File: config.mk
export PLATFORM = sky130hd
export DESIGN_NAME = if_fetch_queue_flat
export DESIGN_NICKNAME = d
export VERILOG_FILES = /design/src/rtl/if_fetch_queue_if.sv /design/src/rtl/if_fetch_queue.sv /design/src/flat_wrapper.sv
export SDC_FILE = /design/constraint.sdc
export NUM_CORES = 1
export LEC_CHECK = 0
export CAP_MARGIN = 25
export CORE_UTILIZATION = 30
export DETAILED_ROUTE_END_ITERATION = 10
export GPL_TIMING_DRIVEN = 1
export SYNTH_ARGS = -nofsm -noshare
export SYNTH_HDL_FRONTEND = slang
export SYNTH_SLANG_ARGS = --single-unit
File: constraint.sdc
create_clock -name clk_in -period 5.8 [get_ports clk_in]
set_input_delay 0.58 -clock clk_in [delete_from_list [all_inputs] [get_ports clk_in]]
set_output_delay 0.58 -clock clk_in [all_outputs]
set_load 0.02 [all_outputs]
File: src/rtl/if_fetch_queue_if.sv
// Fetch-stage bundle: memctrl instruction port, decode queue head
// and the branch/commit redirect.
interface if_fetch_queue_if;
  logic        if_read_or_not;
  logic [31:0] intru_addr;
  logic        if_load_done;
  logic [31:0] mem_ctrl_instru_to_if;
  logic        iq_valid;
  logic [31:0] iq_instr;
  logic [31:0] iq_pc;
  logic        dec_ready;
  logic        jump_flag;
  logic [31:0] jump_pc;

  modport master (
    output if_read_or_not,
    output intru_addr,
    output iq_valid,
    output iq_instr,
    output iq_pc,
    input  if_load_done,
    input  mem_ctrl_instru_to_if,
    input  dec_ready,
    input  jump_flag,
    input  jump_pc
  );

  modport slave (
    input  if_read_or_not,
    input  intru_addr,
    input  iq_valid,
    input  iq_instr,
    input  iq_pc,
    output if_load_done,
    output mem_ctrl_instru_to_if,
    output dec_ready,
    output jump_flag,
    output jump_pc
  );
endinterface

File: src/rtl/if_fetch_queue.sv
// Instruction fetch stage: one outstanding memctrl request, results
// captured with their PC into a small queue read by decode.
module if_fetch_queue #(
  parameter int          IQ_DEPTH   = 8,
  parameter int          IQ_PTR_LEN = 3,
  parameter logic [31:0] RESET_PC   = 32'h0000_0000
) (
  input  logic       clk_in,
  input  logic       rst_in,
  input  logic       rdy_in,
  if_fetch_queue_if.master bus
);

  typedef enum logic [1:0] {IDLE, REQ, GAP} state_t;
  typedef logic [IQ_PTR_LEN-1:0] ptr_t;
  typedef logic [IQ_PTR_LEN:0]   cnt_t;

  state_t      state, state_n;
  logic [31:0] pc, pc_n;
  logic [31:0] addr, addr_n;
  logic        req, req_n;
  ptr_t        head, tail;
  cnt_t        count;
  logic        push, pop, flush, full;

  logic [31:0] instr_q [IQ_DEPTH];
  logic [31:0] pc_q    [IQ_DEPTH];

  assign full               = (count == cnt_t'(IQ_DEPTH));
  assign bus.iq_valid       = (count != '0);
  assign bus.iq_instr       = instr_q[head];
  assign bus.iq_pc          = pc_q[head];
  assign bus.if_read_or_not = req;
  assign bus.intru_addr     = addr;

  // Redirect wins over any reply or pop arriving in the same cycle.
  always_comb begin
    state_n = state;
    pc_n    = pc;
    addr_n  = addr;
    req_n   = req;
    push    = 1'b0;
    pop     = 1'b0;
    flush   = 1'b0;
    if (bus.jump_flag) begin
      flush   = 1'b1;
      pc_n    = bus.jump_pc;
      req_n   = 1'b0;
      state_n = GAP;
    end else begin
      pop = (count != '0) && bus.dec_ready;
      unique case (state)
        IDLE: begin
          if (!full) begin
            state_n = REQ;
            req_n   = 1'b1;
            addr_n  = pc;
          end
        end
        REQ: begin
          if (bus.if_load_done) begin
            push    = 1'b1;
            pc_n    = pc + 32'd4;
            req_n   = 1'b0;
            state_n = GAP;
          end
        end
        GAP:     state_n = IDLE;
        default: state_n = IDLE;
      endcase
    end
  end

  always_ff @(posedge clk_in or negedge rst_in) begin
    if (!rst_in) begin
      state <= IDLE;
      pc    <= RESET_PC;
      addr  <= '0;
      req   <= 1'b0;
      head  <= '0;
      tail  <= '0;
      count <= '0;
    end else if (rdy_in) begin
      state <= state_n;
      pc    <= pc_n;
      addr  <= addr_n;
      req   <= req_n;
      if (flush) begin
        head  <= '0;
        tail  <= '0;
        count <= '0;
      end else begin
        if (push) tail <= tail + ptr_t'(1);
        if (pop)  head <= head + ptr_t'(1);
        unique case ({push, pop})
          2'b10:   count <= count + cnt_t'(1);
          2'b01:   count <= count - cnt_t'(1);
          default: count <= count;
        endcase
      end
    end
  end

  // Queue storage needs no reset; count gates visibility.
  always_ff @(posedge clk_in) begin
    if (rdy_in && push) begin
      instr_q[tail] <= bus.mem_ctrl_instru_to_if;
      pc_q[tail]    <= pc;
    end
  end

endmodule

File: src/flat_wrapper.sv
// flat-port wrapper written by rule: the top's interface ports become plain ports
module if_fetch_queue_flat 
#(
  parameter int          IQ_DEPTH   = 8,
  parameter int          IQ_PTR_LEN = 3,
  parameter logic [31:0] RESET_PC   = 32'h0000_0000
)
  (clk_in, rst_in, rdy_in, bus_if_read_or_not, bus_intru_addr, bus_iq_valid, bus_iq_instr, bus_iq_pc, bus_if_load_done, bus_mem_ctrl_instru_to_if, bus_dec_ready, bus_jump_flag, bus_jump_pc);
  if_fetch_queue_if bus_i ();
  input  logic clk_in;
  input  logic rst_in;
  input  logic rdy_in;
  output wire logic [$bits(bus_i.if_read_or_not)-1:0] bus_if_read_or_not;
  output wire logic [$bits(bus_i.intru_addr)-1:0] bus_intru_addr;
  output wire logic [$bits(bus_i.iq_valid)-1:0] bus_iq_valid;
  output wire logic [$bits(bus_i.iq_instr)-1:0] bus_iq_instr;
  output wire logic [$bits(bus_i.iq_pc)-1:0] bus_iq_pc;
  input wire logic [$bits(bus_i.if_load_done)-1:0] bus_if_load_done;
  input wire logic [$bits(bus_i.mem_ctrl_instru_to_if)-1:0] bus_mem_ctrl_instru_to_if;
  input wire logic [$bits(bus_i.dec_ready)-1:0] bus_dec_ready;
  input wire logic [$bits(bus_i.jump_flag)-1:0] bus_jump_flag;
  input wire logic [$bits(bus_i.jump_pc)-1:0] bus_jump_pc;
  assign bus_if_read_or_not = bus_i.if_read_or_not;
  assign bus_intru_addr = bus_i.intru_addr;
  assign bus_iq_valid = bus_i.iq_valid;
  assign bus_iq_instr = bus_i.iq_instr;
  assign bus_iq_pc = bus_i.iq_pc;
  assign bus_i.if_load_done = bus_if_load_done;
  assign bus_i.mem_ctrl_instru_to_if = bus_mem_ctrl_instru_to_if;
  assign bus_i.dec_ready = bus_dec_ready;
  assign bus_i.jump_flag = bus_jump_flag;
  assign bus_i.jump_pc = bus_jump_pc;
  if_fetch_queue #(.IQ_DEPTH(IQ_DEPTH), .IQ_PTR_LEN(IQ_PTR_LEN), .RESET_PC(RESET_PC)) u_core (.clk_in(clk_in), .rst_in(rst_in), .rdy_in(rdy_in), .bus(bus_i));
endmodule
==> results_dict.tcl, run 1 <==
set metrics [dict create \
    cts_buffer_depth 3 \
    r2r_slack_ns 2.87 \
    initial_core_util 0.305 \
    cts_tree "done" \
    synth_cell_types 50 \
    p_leak_nw 9.14 \
    drc 0 \
    gr-total-overflow 0 \
    grt_max_degree 67 \
    synth_top_area_frac 0.661 \
    clock_latency_ns 0.61 \
    die_h_um 281 \
    core_area_mm2 0.0763 \
    dp_hpwl_um 32500 \
    fmax_mhz 238 \
    ys_ff_latch 589 \
    wirelength_um 55900 \
    final_area_mm2 0.0286 \
    startpoint_type "register" \
    fin_setup_tns_ns 0 \
    worstSetupEndpointType "primary output" \
    syn-cell-area_mm2 0.0233 \
    dieArea_mm2 0.0787 \
    yosysSeqAreaShare 0.744 \
    synth_most_common_cell "edfxtp_1" \
    row_count 101 \
    layout-drive-gt1-share 0.259 \
    synth.yosys.warnings 0 \
    power.total_w 0.0118 \
    antenna_found_initial 1 \
    final_nets 1446 \
    grt_pass1_wl_um 82000 \
    syn_inst 1170 \
    critical_path_peak_fanout 33 \
    maxCapViolCount 0 \
    synth.avg_cell_area_um2 19.9 \
    arrival_ns 3.61 \
    rsz0062_at_grt "no" \
    ys.flop_type "edfxtp_1" \
    status "finished, final reports clean" \
    synth_common_cells "edfxtp_1 (512), mux4_2 (128), mux2_2 (98)" \
    post_cts_buffers 0 \
    vdd_drop_max_mv 0.251 \
    post-route-min-period_ns 4.19 \
    synth_area_leaders "edfxtp_1 (66%), mux4_2 (12%), dfrtp_1 (8.3%)" \
    clock_skew_ns 0.0328 \
    synth_nets 1247 \
    min_path_type "in -> async" \
    htreeDepth 3 \
    fin_crit_sh 0.723 \
    hold_violations 0 \
    gp_congestion 0.803 \
    root_buffer "clkbuf_16" \
    ioPinCount 168 \
    grtUsageTotal 0.142 \
    slew_headroom 0.330 \
    synthArstFlopShare 0.131 \
    cts.sinks 589 \
    area_growth_pct 22.7 \
    drt_iter0_markers 974 \
    power_density_mw_per_mm2 415 \
    vias 12000 \
    clk_pin_slew_worst_paths_ns 0.06 \
    r2r_start "u_core.count[1]" \
    cts_buffers 66 \
    via_per_inst 4.90 \
    synth_top_cell_by_area "edfxtp_1" \
    timing.rr.end "u_core.count[3]" \
    reg2reg_depth 9 \
    worst_pin_slew_ns 1.00 \
    antenna_cells 0 \
    crit_required_ns 5.22 \
    firstDrtPassIters 5 \
    drv_slew 0 \
    n_fill_cell 6995 \
    wire_per_inst_um 22.8 \
    die_w_um 281 \
    port_buffers 167 \
    setup_viol 0 \
    placed_area_mm2 0.0263 \
    grt_pass1_vias 12500 \
    ant_nets 0 \
    synth-edff-count 512 \
    path_class "reg -> out" \
]
through the flow:
step	utilization	hold WS [ns]	setup slack (ns)	cells
final	0.374	0.350	1.61	2452
after detailed placement	0.345	0.430	2.02	2328
after floorplan	-	0.284	1.28	1170
after global routing	0.374	0.330	1.39	2452
after global placement	0.345	0.424	2.11	2328
after CTS	0.374	0.323	1.48	2450
worst max-delay path: stages, from the launching register on:
cell             delay [ns]
dfrtp_4                0.89
buf_4                  0.62
mux4_2                 0.58
mux2_2                 0.32
clkdlybuf4s50_1        0.56
worst max-delay path by stage:
stage	endpoint	cells past startpoint	from	slack, ns
final	bus_iq_pc[11]	4	u_core.head[0]	1.61
after floorplan	u_core.instr_q[2][0]	4	rdy_in	1.28
after CTS	bus_iq_pc[11]	4	u_core.head[0]	1.48
after detailed placement	u_core.instr_q[2][10]	7	bus_jump_flag	2.02
after global routing	bus_iq_pc[11]	4	u_core.head[0]	1.39
after global placement	u_core.instr_q[2][10]	7	bus_jump_flag	2.11
per-layer routing:
metal,global-route usage,wire (µm),up-vias
li1,-,-,5199
met1,0.195,25200,6360
met2,0.227,26500,365
met3,0.0330,3030,84
met4,0.0378,1140,0
met5,0,0,-
layout make-up:
type                    count  area [µm²]  area share
flip-flops and latches    589       17300       0.606
multi-input cells         509        5750       0.201
repair buffers            192        1980      0.0694
clock buffers              80        1720      0.0604
well taps                1030        1290      0.0451
clock inverters            41         467      0.0163
inverters                  11        41.3     0.00145
power breakdown:
| group | internal (W) | switching, W | leakage (nW) |
|---|---|---|---|
| Sequential | 0.00485 | 0.000363 | 5.52 |
| Clock | 0.00240 | 0.00176 | 1.06 |
| Combinational | 0.00132 | 0.00114 | 2.56 |
| Total | 0.00857 | 0.00327 | 9.14 |
state kept, by name, indices dropped and copies added (netlist names):
register,cells
u_core.instr_q,256
u_core.bus.if_read_or_not,1
u_core.state,2
u_core.pc,32
u_core.bus.intru_addr,32
u_core.tail,3
u_core.head,3
u_core.pc_q,256
u_core.count,4
kinds of logic (layout without fill, tap and decap cells):
kind of cell,Yosys count,count (layout),synth area share
flip-flops,589,589,0.744
multiplexers,238,238,0.176
AND/OR/NAND/NOR,172,172,0.0387
AO/OA/AOI/OAI,87,87,0.0232
buffers and inverters,72,324,0.0125
adder cells (fa/ha/maj),7,7,0.00376
XOR/XNOR,5,5,0.00188
placed cells by master (no fill, tap or decap), types with 4 or more instances in the layout:
cell type        netlist  routed
edfxtp_1             512     512
clkdlybuf4s50_1        0     165
mux4_2               128     128
mux2_2                98      98
dfrtp_1               77      74
clkbuf_16              0      66
nand2_1               45      44
a21oi_1               27      27
nor2_1                29      23
nand3_1               22      22
o22ai_1               19      19
buf_4                  0      16
and3_1                15      15
o21ai_0               14      14
nor2b_1               12      12
mux2i_1               12      12
clkbuf_1              40      12
inv_1                 11      11
clkinv_2               0      11
nand4_1               10      10
clkinv_1               0      10
nor3_1                10       8
ha_1                   7       7
buf_12                 0       7
nor2_4                 0       6
and4_1                 6       6
bufinv_16              0       5
or4_1                  4       4
nor4_1                 4       4
o211ai_1               4       4
clkinvlp_4             0       4
what timing repair did:
action                                 4_1_cts  5_1_grt
hold buffers                                 1        0
gates resized for setup                      0        0
endpoints found under the hold margin       11        0
(Power assumes the default switching activity.)
==> run 2: changes to the inputs <==
clock period = 3.9 ns   (was 5.8 ns; I/O delays follow)
==> run 2 against run 1 <==
  * Via count is 0.85% lower
  * Register-to-register slack worse by 1.9 ns
  * Highest routed layer is now met5
  * Total power grew 49%
  * Wire length down 0.19%
  * Non-clock buffer count rose by 10
  * Final cell count rose by 0.49%
  * Clock-buffer cell count is 3 higher
  * Utilization is 0.17 points higher
  * Sequential cell count did not move
  * Critical path depth unchanged
  * First-iteration DRC count is 18% lower
  * Die area is the same
==> results_dict.tcl, run 2 (synthesized netlist as in run 1, its figures left out) <==
set metrics [dict create \
    drt_iter0_markers 800 \
    wire_per_inst_um 22.6 \
    dp_hpwl_um 32300 \
    ioPinCount 168 \
    core_area_mm2 0.0763 \
    crit_required_ns 3.51 \
    cp_slowest_cell "clkdlybuf4s50_1" \
    vias 11900 \
    crit_buf_inv 2 \
    timing.rr.end "u_core.pc[26]" \
    fmax_mhz 281 \
    cts_buffers 67 \
    maxCapViolCount 0 \
    antenna_found_initial 1 \
    final_cell_count_no_fill 2464 \
    min_to "u_core.pc[0]" \
    port_buffers 167 \
    firstDrtPassIters 6 \
    status "finished, final reports clean" \
    power_density_mw_per_mm2 616 \
    worstSetupEndpointType "primary output" \
    startpoint_type "register" \
    min_path_type "in -> reg" \
    root_buffer "clkbuf_16" \
    die_h_um 281 \
    drv_slew 0 \
    cts.sinks 589 \
    ant_nets 0 \
    r2r_slack_ns 1.02 \
    initial_core_util 0.305 \
    layout-drive-gt1-share 0.263 \
    grt_pass1_vias 12500 \
    via_per_inst 4.83 \
    hold_path_depth 3 \
    clock_latency_ns 0.60 \
    crit_family "buffers and inverters" \
    post_cts_buffers 0 \
    clk_pin_slew_worst_paths_ns 0.06 \
    post-route-min-period_ns 3.56 \
    grt_max_degree 59 \
    wirelength_um 55800 \
    final_cell_mix "edfxtp_1 (512), clkdlybuf4s50_1 (165), mux4_2 (128), mux2_2 (98), dfrtp_1 (74)" \
    cts_buffer_depth 3 \
    min-delay-start "bus_jump_pc[0]" \
    row_count 101 \
    htreeDepth 3 \
    placed_cells 2339 \
    placed_area_mm2 0.0265 \
    slew_headroom 0.463 \
    final_nets 1457 \
    arrival_ns 3.17 \
    grt_pass1_wl_um 82400 \
    path_class "reg -> out" \
    cts_tree "done" \
    grtUsageTotal 0.144 \
    r2r_start "u_core.pc[2]" \
    gr-total-overflow 0 \
    slowest_delay_ns 0.64 \
    gp_congestion 0.788 \
    fin_crit_sh 0.912 \
    area_growth_pct 23.3 \
    path_cells "buf_12 > mux4_2 > mux2_2 > clkdlybuf4s50_1" \
    critical_path_peak_fanout 53 \
    rsz0062_at_grt "no" \
    fin_util 0.376 \
    final_area_mm2 0.0287 \
    die_w_um 281 \
    p_leak_nw 9.22 \
    dieArea_mm2 0.0787 \
    final_common_cell "edfxtp_1" \
    reg2reg_depth 6 \
    worst_pin_slew_ns 0.805 \
    largestRegisters "u_core.instr_q: 256 flops, u_core.pc_q: 256 flops" \
    vdd_drop_max_mv 0.469 \
    setup_viol 0 \
    hold_violations 0 \
    drc 0 \
    clock_skew_ns 0.0281 \
]
==> run 2: cell types whose count changed in the layout (fill, tap and decap cells not counted), moves of 3 or more <==
cell / change
buf_12: +5
buf_4: +6
clkbuf_16: +3
clkinv_16: -3
diode_2: +3
inv_16: -3
==> run 2: how the worst max path moves through the flow <==
stage / startpoint / to / slack, ns / cells after the start
after detailed placement: u_core.head[0] / bus_iq_pc[31] / 0.90 / 4
after global routing: u_core.head[0] / bus_iq_pc[31] / 0.16 / 4
final: u_core.head[0] / bus_iq_pc[31] / 0.34 / 4
after floorplan: rdy_in / u_core.instr_q[2][0] / -0.43 / 4
after CTS: u_core.head[0] / bus_iq_pc[31] / 0.25 / 4
after global placement: u_core.head[0] / bus_iq_pc[31] / 0.90 / 4
==> run 2: repair_timing <==
action / 4_1_cts / 5_1_grt
endpoints found under the hold margin: 54 / 0
hold buffers: 1 / 0
resized for setup: 0 / 0
==> run 2: power breakdown <==
| part | leakage [nW] | internal (W) | switching [W] |
|---|---|---|---|
| registers | 5.52 | 0.00721 | 0.000468 |
| clock network | 1.07 | 0.00376 | 0.00251 |
| logic | 2.62 | 0.00200 | 0.00172 |
| total | 9.22 | 0.0130 | 0.00470 |
==> run 2: per-stage QoR <==
stage | setup WS, ns | setup TNS (ns) | total power (W) | hold slack [ns]
after floorplan | -0.433 | -130.35 | 0.00998 | 0.0944
final | 0.345 | 0 | 0.0177 | 0.330
after CTS | 0.249 | 0 | 0.0179 | 0.278
after detailed placement | 0.903 | 0 | 0.0116 | 0.490
after global routing | 0.156 | 0 | 0.0184 | 0.301
after global placement | 0.898 | 0 | 0.0115 | 0.489
==> run 2: cell type report <==
| class | count | area [µm²] |
|---|---|---|
| antenna | 3 | 7.51 |
| clock buffer | 83 | 1800 |
| multi-input combinational | 509 | 5750 |
| clock inverter | 37 | 398 |
| sequential | 589 | 17300 |
| tap | 1030 | 1290 |
| timing repair buffer | 202 | 2100 |
| fill | 7006 | 47600 |
| inverter | 11 | 41.3 |
==> run 2: routing by layer <==
layer,up-vias,global-route usage,share of wire,wire [µm]
li1,5218,-,-,-
met1,6249,0.190,0.43,24000
met2,355,0.236,0.49,27200
met3,82,0.0318,0.063,3510
met4,2,0.0425,0.020,1090
met5,-,0,0.00023,13
==> run 2: worst reg2reg max path, delay by kind of cell, from the launching register on <==
family                   cells  cell delay, ns
AND/OR/NAND/NOR              4            1.39
multiplexers                 1            0.41
flip-flops                   1            0.67
adder cells (fa/ha/maj)      1            0.36
